===== src/rtl/serial_fifo.sv =====
// rtl/serial_fifo.sv - RX/TX byte FIFOs between the UART pair and the SerialStat/SerialDate bus decoder (optional SERIAL_FIFO_OVERRUN_CNT_EN)
module serial_fifo #(
    parameter int DEPTH_LOG2 = 4
) (
    input  logic        clk_50M,
    input  logic        rst_n,
    input  logic        rx_ready_i,
    input  logic [7:0]  rx_data_i,
    output logic        rx_clear_o,
    input  logic        tx_busy_i,
    output logic        tx_start_o,
    output logic [7:0]  tx_data_o,
    input  logic        rd_pop_i,
    output logic [7:0]  rd_data_o,
    input  logic        wr_push_i,
    input  logic [7:0]  wr_data_i,
    output logic [31:0] status_o
`ifdef SERIAL_FIFO_OVERRUN_CNT_EN
    ,
    output logic [7:0]  overrun_cnt_o
`endif
);

    localparam int DEPTH = 1 << DEPTH_LOG2;
    localparam logic [DEPTH_LOG2:0] FULL_CNT = {1'b1, {DEPTH_LOG2{1'b0}}};

    typedef enum logic {R_IDLE, R_CLR} rx_state_e;
    typedef enum logic [1:0] {T_IDLE, T_START, T_WAIT, T_DONE} tx_state_e;

    logic [7:0]            rx_mem [0:DEPTH-1];
    logic [DEPTH_LOG2-1:0] rx_wptr_q, rx_wptr_d, rx_rptr_q, rx_rptr_d;
    logic [DEPTH_LOG2:0]   rx_cnt_q, rx_cnt_d;
    rx_state_e             rx_state_q, rx_state_d;
    logic                  rx_clear_q, rx_clear_d;

    logic [7:0]            tx_mem [0:DEPTH-1];
    logic [DEPTH_LOG2-1:0] tx_wptr_q, tx_wptr_d, tx_rptr_q, tx_rptr_d;
    logic [DEPTH_LOG2:0]   tx_cnt_q, tx_cnt_d;
    tx_state_e             tx_state_q, tx_state_d;
    logic                  tx_start_q, tx_start_d;
    logic [7:0]            tx_data_q, tx_data_d;
    logic [1:0]            tx_wait_q, tx_wait_d;

    logic rx_full, rx_empty, rx_capture, rx_pop, rx_push, rx_drop;
    logic tx_full, tx_empty, tx_drain, tx_push;

    // FIFO flags and the accept/drop decisions for each port
    always_comb begin
        rx_full    = (rx_cnt_q == FULL_CNT);
        rx_empty   = (rx_cnt_q == '0);
        rx_capture = (rx_state_q == R_IDLE) && rx_ready_i;
        rx_pop     = rd_pop_i && !rx_empty;
        // A same-cycle pop frees a slot, so a capture into a full FIFO still lands
        rx_push    = rx_capture && (!rx_full || rx_pop);
        rx_drop    = rx_capture && rx_full && !rx_pop;
        tx_full    = (tx_cnt_q == FULL_CNT);
        tx_empty   = (tx_cnt_q == '0);
        tx_drain   = (tx_state_q == T_IDLE) && !tx_empty && !tx_busy_i;
        tx_push    = wr_push_i && (!tx_full || tx_drain);
    end

    // Pointer and occupancy next-state for both FIFOs
    always_comb begin
        rx_wptr_d = rx_push ? rx_wptr_q + 1'b1 : rx_wptr_q;
        rx_rptr_d = rx_pop  ? rx_rptr_q + 1'b1 : rx_rptr_q;
        rx_cnt_d  = rx_cnt_q;
        if (rx_push && !rx_pop) begin
            rx_cnt_d = rx_cnt_q + 1'b1;
        end else if (!rx_push && rx_pop) begin
            rx_cnt_d = rx_cnt_q - 1'b1;
        end
        tx_wptr_d = tx_push  ? tx_wptr_q + 1'b1 : tx_wptr_q;
        tx_rptr_d = tx_drain ? tx_rptr_q + 1'b1 : tx_rptr_q;
        tx_cnt_d  = tx_cnt_q;
        if (tx_push && !tx_drain) begin
            tx_cnt_d = tx_cnt_q + 1'b1;
        end else if (!tx_push && tx_drain) begin
            tx_cnt_d = tx_cnt_q - 1'b1;
        end
    end

    // RX capture FSM: take one byte per ready assertion, hold clear until ready drops
    always_comb begin
        rx_state_d = rx_state_q;
        case (rx_state_q)
            R_IDLE:  if (rx_ready_i)  rx_state_d = R_CLR;
            R_CLR:   if (!rx_ready_i) rx_state_d = R_IDLE;
            default: rx_state_d = R_IDLE;
        endcase
        rx_clear_d = (rx_state_d == R_CLR);
    end

    // TX drain FSM: latch head, pulse start, then follow the transmitter's busy flag
    always_comb begin
        tx_state_d = tx_state_q;
        tx_data_d  = tx_data_q;
        tx_wait_d  = tx_wait_q;
        case (tx_state_q)
            T_IDLE: begin
                if (tx_drain) begin
                    tx_data_d  = tx_mem[tx_rptr_q];
                    tx_state_d = T_START;
                end
            end
            T_START: begin
                tx_wait_d  = '0;
                tx_state_d = T_WAIT;
            end
            T_WAIT: begin
                // A transmitter that never raises busy must not stall the queue
                if (tx_busy_i) begin
                    tx_state_d = T_DONE;
                end else if (tx_wait_q == 2'd3) begin
                    tx_state_d = T_IDLE;
                end else begin
                    tx_wait_d = tx_wait_q + 1'b1;
                end
            end
            T_DONE:  if (!tx_busy_i) tx_state_d = T_IDLE;
            default: tx_state_d = T_IDLE;
        endcase
        tx_start_d = (tx_state_d == T_START);
    end

    // Control state registers
    always_ff @(posedge clk_50M or negedge rst_n) begin
        if (!rst_n) begin
            rx_wptr_q  <= '0;
            rx_rptr_q  <= '0;
            rx_cnt_q   <= '0;
            rx_state_q <= R_IDLE;
            rx_clear_q <= 1'b0;
            tx_wptr_q  <= '0;
            tx_rptr_q  <= '0;
            tx_cnt_q   <= '0;
            tx_state_q <= T_IDLE;
            tx_start_q <= 1'b0;
            tx_data_q  <= 8'h00;
            tx_wait_q  <= '0;
        end else begin
            rx_wptr_q  <= rx_wptr_d;
            rx_rptr_q  <= rx_rptr_d;
            rx_cnt_q   <= rx_cnt_d;
            rx_state_q <= rx_state_d;
            rx_clear_q <= rx_clear_d;
            tx_wptr_q  <= tx_wptr_d;
            tx_rptr_q  <= tx_rptr_d;
            tx_cnt_q   <= tx_cnt_d;
            tx_state_q <= tx_state_d;
            tx_start_q <= tx_start_d;
            tx_data_q  <= tx_data_d;
            tx_wait_q  <= tx_wait_d;
        end
    end

    // Storage arrays; contents are don't-care while the matching count says empty
    always_ff @(posedge clk_50M) begin
        if (rx_push) rx_mem[rx_wptr_q] <= rx_data_i;
        if (tx_push) tx_mem[tx_wptr_q] <= wr_data_i;
    end

`ifdef SERIAL_FIFO_OVERRUN_CNT_EN
    logic [7:0] overrun_q, overrun_d;

    // Saturating count of RX bytes lost to a full FIFO
    always_comb begin
        overrun_d = overrun_q;
        if (rx_drop && overrun_q != 8'hFF) overrun_d = overrun_q + 8'd1;
    end

    // Overrun counter register, cleared only by reset
    always_ff @(posedge clk_50M or negedge rst_n) begin
        if (!rst_n) overrun_q <= 8'h00;
        else        overrun_q <= overrun_d;
    end

    assign overrun_cnt_o = overrun_q;
`else
    logic unused_drop;
    assign unused_drop = rx_drop;
`endif

    assign rx_clear_o = rx_clear_q;
    assign tx_start_o = tx_start_q;
    assign tx_data_o  = tx_data_q;
    assign rd_data_o  = rx_empty ? 8'h00 : rx_mem[rx_rptr_q];
    assign status_o   = {30'b0, !rx_empty, !tx_full};

endmodule


===== config.mk =====
export PLATFORM = sky130hd
export DESIGN_NAME = serial_fifo
export DESIGN_NICKNAME = d
export VERILOG_FILES = /design/src/rtl/serial_fifo.sv
export SDC_FILE = /design/constraint.sdc
export NUM_CORES = 1
export LEC_CHECK = 0
export BUFFER_PORTS_ARGS = -buffer_cell sky130_fd_sc_hd__buf_2
export CORE_ASPECT_RATIO = 1.4
export CORE_UTILIZATION = 41
export CTS_CLUSTER_DIAMETER = 30
export DETAILED_ROUTE_END_ITERATION = 10
export PLACE_DENSITY_LB_ADDON = 0.2
export SYNTH_ARGS = -nofsm -noshare
export SYNTH_HDL_FRONTEND = slang
export SYNTH_SLANG_ARGS = --single-unit

===== constraint.sdc =====
create_clock -name clk_50M -period 3.1 [get_ports clk_50M]
set_clock_uncertainty 0.05 [all_clocks]
set_input_delay 0.155 -clock clk_50M [delete_from_list [all_inputs] [get_ports clk_50M]]
set_output_delay 0.155 -clock clk_50M [all_outputs]
set_load 0.1 [all_outputs]

; ---- Word level (Yosys, flattened, before mapping)
; Memory sizes are Yosys's and may differ from the RTL's. A register that Yosys moved wholly into a read port is not among the register bits.
; Index checks and enable logic that the tools add are counted.
[totals]
reg_bits = 32
latchBits = 0
ram_bits = 256
rom_bits = 0
inputBits = 22
output_inout_bits = 50
elab_cells = 79
memories = 2
[mem_list]
columns = name, depth, word_bits, rd, rd_clocked_by_memory_dff, write_ports, line
row1 = rx_mem, 16, 8, 1, 0, 1, 30  ; logic [7:0] rx_mem [0:DEPTH-1];
row2 = tx_mem, 16, 8, 1, 1, 1, 36  ; logic [7:0] tx_mem [0:DEPTH-1];
[op_classes]
n_addsub = 9
mul = 0
div = 0
magnitude_cmp = 0
eq_ne = 9
shifts = 0
mux = 18
n_bitwise = 1
n_reduce_logical = 30
[op_table]
columns = operator, count
row1 = $mux 5, 4
row2 = $add 4x1->4 const B, 4
row3 = $mux 2, 6
row4 = $add 5x1->5 const B, 2
row5 = $eq 5x5->1 const B, 2
row6 = $logic_and 1x1->1, 10
row7 = $logic_not 1->1, 10
row8 = $logic_not 5->1, 2
row9 = $sub 5x1->5 const B, 2
row10 = $mux 8, 1
row11 = $pmux 2 s4, 1
row12 = $eq 2x2->1 const B, 3
row13 = $reduce_bool 2->1, 3
row14 = $mux 1, 5
row15 = $eq 2x1->1 const B, 2
row16 = $ne 2x2->1 const B, 2
row17 = $pmux 2 s2, 1
row18 = $reduce_and 3->1, 1
row19 = $add 2x1->2 const B, 1
row20 = $logic_not 2->1, 1
row21 = $logic_or 1x1->1, 2
row22 = $reduce_and 2->1, 1
row23 = $not 1->1, 1

; ---- Depth between registers and ports, before layout
[logic_depth]
word_depth = 10
depth_mapped = 12
depth_no_buf = 10

; ---- Worst setup path before layout
; OpenSTA, ideal clock, no wires.
[synth_timing]
path_type = reg2out
startpoint = register rx_cnt_q[0]
endpoint = output rd_data_o[6]
t_arrival_ps = 3204
t_required_ps = 2895
slack_ps = -309
stages_incl_launch_ff = 5
path_buffers = 0
cell_sequence = dfrtp_1 -> nor4_2 -> nand2b_1 -> nand2_1 -> o22ai_1
[synth_between]
elab_chain_cells = 2
[synth_rtl]
columns = item, line
row1 = start: declaration, 32  ; logic [DEPTH_LOG2:0] rx_cnt_q, rx_cnt_d;
row2 = start signal: assignment, 143  ; rx_cnt_q <= rx_cnt_d;
row3 = $logic_not 5->1, 50  ; rx_empty = (rx_cnt_q == '0);
row4 = $mux 8, 186  ; assign rd_data_o = rx_empty ? 8'h00 : rx_mem[rx_rptr_q];
row5 = end: declaration, 14  ; output logic [7:0] rd_data_o,
; Every way passes these cells.

; ---- Worst setup path in the final report
[layout_timing]
startpoint = register tx_cnt_q[0]
endpoint = register tx_cnt_q[4]
[layout_between]
elab_chain_cells = 9
elab_cells_between_ends = 17
classes_between = 2 x add/sub / 1 x eq/ne / 2 x mux / 12 x reduce/logical
[layout_rtl]
columns = item, line
row1 = start: declaration, 38  ; logic [DEPTH_LOG2:0] tx_cnt_q, tx_cnt_d;
row2 = start signal: assignment, 148  ; tx_cnt_q <= tx_cnt_d;
row3 = "parallel branches: the longest is 9 deep, another holds $sub 5x1->5", -
; Several ways; the timed one is not identified. The select of a mux whose other input is x is not followed.
; A chain may end at the register's enable or synchronous reset.

==> reports/summary.txt <==
Syn. warnings - 0
Cell Area, Synth - 12300 um2
initial antenna violation count - 0
sequential area share after synthesis - 70.9%
Starting DRT DRC Count - 289
crit path DAT - 3.31 ns
Slew Limit Fails - 0
min-delay worst type - in2reg
Ports - 72
hold depth - 4
fin crit share - 93.4%
FP Rows - 74
via count - 5947
Setup WS post-layout - 0.205 ns
Total Power - 15500 uW
IO Port Bufs - 41
Clock Path Buffers - 3
H-tree levels - 2
Critical Path RT - 3.51 ns
clk sink count - 296
DR vias/cell - 5.07
reg2reg start - tx_cnt_q[0]$_DFFE_PN0P_
FF-to-FF End - tx_cnt_q[4]$_DFFE_PN0P_
clock tree root driver cell - clkbuf_16
Detailed Route WL - 24600 um
Pleak - 0.00531 uW
Num CTS Buffers - 47
CP Capture Type - flip-flop
die area - 30600 um2
post-synth cell types - 46
layout cell share with drive strength beyond 1 - 26.7%
fin nets - 799
status - completed
max-capacitance violation count - 0
maximum clock rate - 345 MHz
unrepaired setup endpoints after global routing - false
Routability Congestion - 0.777
DRC errors left - 0
total grt overflow - 0
FF-to-FF path depth - 10
dpl ws - 0.241 ns
worst-path fanout max - 5
first-pass GRT wire length - 37800 um
setup TNS - 0 ns
total track usage - 16.9%
Post-CTS Setup Inserts - 0
Startpoint Class - flip-flop
pwr/cell area - 1050 nW/um2
reg2reg setup slack - 0.21 ns
minimum clock period - 2.89 ns
die height - 207 um
Yosys top cell area share - 62.7%
CTS tree - built
critical path type - reg2reg
Slew @ Worst Pin - 1.07 ns
Antenna Cells - 0
VDD IR-drop max - 0.731 mV
most common cell after layout, fill and taps aside - edfxtp_1
Die Wd - 148 um
largest net degree at the start of global routing - 41
slew margin rel. - 28.5%
Area growth syn-to-layout - 20.1%
HPWL Detailed - 16400 um
top cells by area, synth - edfxtp_1 (63%), mux4_2 (10%), dfrtp_1 (8.2%)
Clock Latency Late Sink - 0.54 ns
Mapped Avg Cell Area - 18.8 um2
Yosys reg bits - 296
Cells after Synth - 653
ANT nets after route - 0
Post-synth EDFFs - 256
number of global-route vias before repair - 6511
Finish-stage setup viols - 0
TritonRoute pass-1 iters - 4
ys flop type - edfxtp_1
Hold Crit Start - wr_push_i
Post-synth ARST share - 13.5%
most frequent cells in the layout - edfxtp_1 (256), mux4_2 (55), clkbuf_16 (48)
Starting Density - 41.9%
average wire per standard cell - 21.0 um
Worst-path clk slew - 0.06 ns
Hold Path Sink - tx_wptr_q[0]$_DFFE_PN0P_
area leader, netlist - edfxtp_1
core area - 29300 um2
Final Hold Fails - 0
routing by layer:
| layer | up-vias | GRT usage [%] | share of wire, % |
|---|---|---|---|
| li1 | 2733 | - | - |
| met1 | 3047 | 18.2 | 37 |
| met2 | 121 | 32.8 | 57 |
| met3 | 46 | 2.95 | 3.5 |
| met4 | 0 | 5.71 | 2.3 |
| met5 | - | 0 | 0 |
layout make-up:
class,count,area (um2)
tap,380,475
multi-input combinational,307,3210
clock buffer,50,1210
fill,2452,14500
inverter,18,67.6
timing repair buffer,86,618
sequential,296,8690
clock inverter,37,450
sequential cells by signal (all words and copies together) (netlist names), 5 cells and up:
name / count
tx_cnt_q: 5
rx_cnt_q: 5
tx_data_o: 8
rx_mem: 128
tx_mem: 128
worst max-delay path by stage:
stage	from	endpoint	slack [ns]	depth (start not counted)
finish	tx_cnt_q[0]$_DFFE_PN0P_	tx_cnt_q[4]$_DFFE_PN0P_	0.21	10
global route	tx_cnt_q[1]$_DFFE_PN0P_	tx_cnt_q[4]$_DFFE_PN0P_	0.09	10
CTS	tx_cnt_q[0]$_DFFE_PN0P_	tx_cnt_q[4]$_DFFE_PN0P_	0.21	10
detailed placement	tx_cnt_q[0]$_DFFE_PN0P_	tx_cnt_q[4]$_DFFE_PN0P_	0.24	10
global placement	tx_cnt_q[1]$_DFFE_PN0P_	tx_cnt_q[4]$_DFFE_PN0P_	0.30	10
floorplan	rx_cnt_q[0]$_DFFE_PN0P_	rx_cnt_q[4]$_DFFE_PN0P_	0.05	10
logic make-up (layout without fill, tap and decap cells):
| family | count (synthesis) | in the layout | synth area share [%] |
|---|---|---|---|
| adders and majority gates | 21 | 21 | 2.27 |
| DFF | 296 | 296 | 70.9 |
| buffers and inverters | 79 | 191 | 3.88 |
| xor gates and xnor gates | 20 | 20 | 1.43 |
| and+or+nand+nor | 88 | 88 | 3.91 |
| muxes | 94 | 94 | 14.5 |
| other | 1 | 30 | 0.0306 |
| AOI/OAI and AO/OA | 54 | 54 | 3.12 |
critical path, cell delays in order, from the launching register on:
cell	delay [ns]
dfrtp_1	0.44
or4_4	0.54
o21a_1	0.25
inv_2	0.08
ha_1	0.16
inv_1	0.11
fa_1	0.42
a21o_1	0.20
a21oi_1	0.20
mux2i_1	0.24
xnor2_1	0.13
stage by stage:
step	util [%]	instance area (um2)	cells	hold WS [ns]
after global placement	44.0	12900	1067	0.271
after CTS	50.3	14700	1174	0.0410
final	50.3	14700	1174	0.0619
after global routing	50.3	14700	1174	0.0662
after floorplan	-	12400	682	-0.191
after detailed placement	44.0	12900	1067	0.273
cell usage after synthesis (all sizes together) (3+ instances only):
master / count
nor2: 16
buf: 51
inv: 18
xnor2: 18
a21oi: 13
o21ai: 8
a22o: 8
nand2: 19
ha: 19
a211o: 8
nor2b: 9
o22ai: 8
mux4: 64
and3: 3
nor3: 6
mux2: 3
mux2i: 27
clkbuf: 10
a21o: 4
nand4: 3
and2: 20
dfrtp: 40
edfxtp: 256
what timing repair did:
item	CTS	global route
endpoints found under the hold margin	305	0
gates resized for setup	0	0
hold buffers	20	0
power by group:
group          internal, uW  leakage, uW  switching, uW
logic                  1790      0.00171           3010
registers              4840      0.00279            476
clock network          3470     0.000810           1920
No activity file was read; power rests on OpenSTA's default activity.
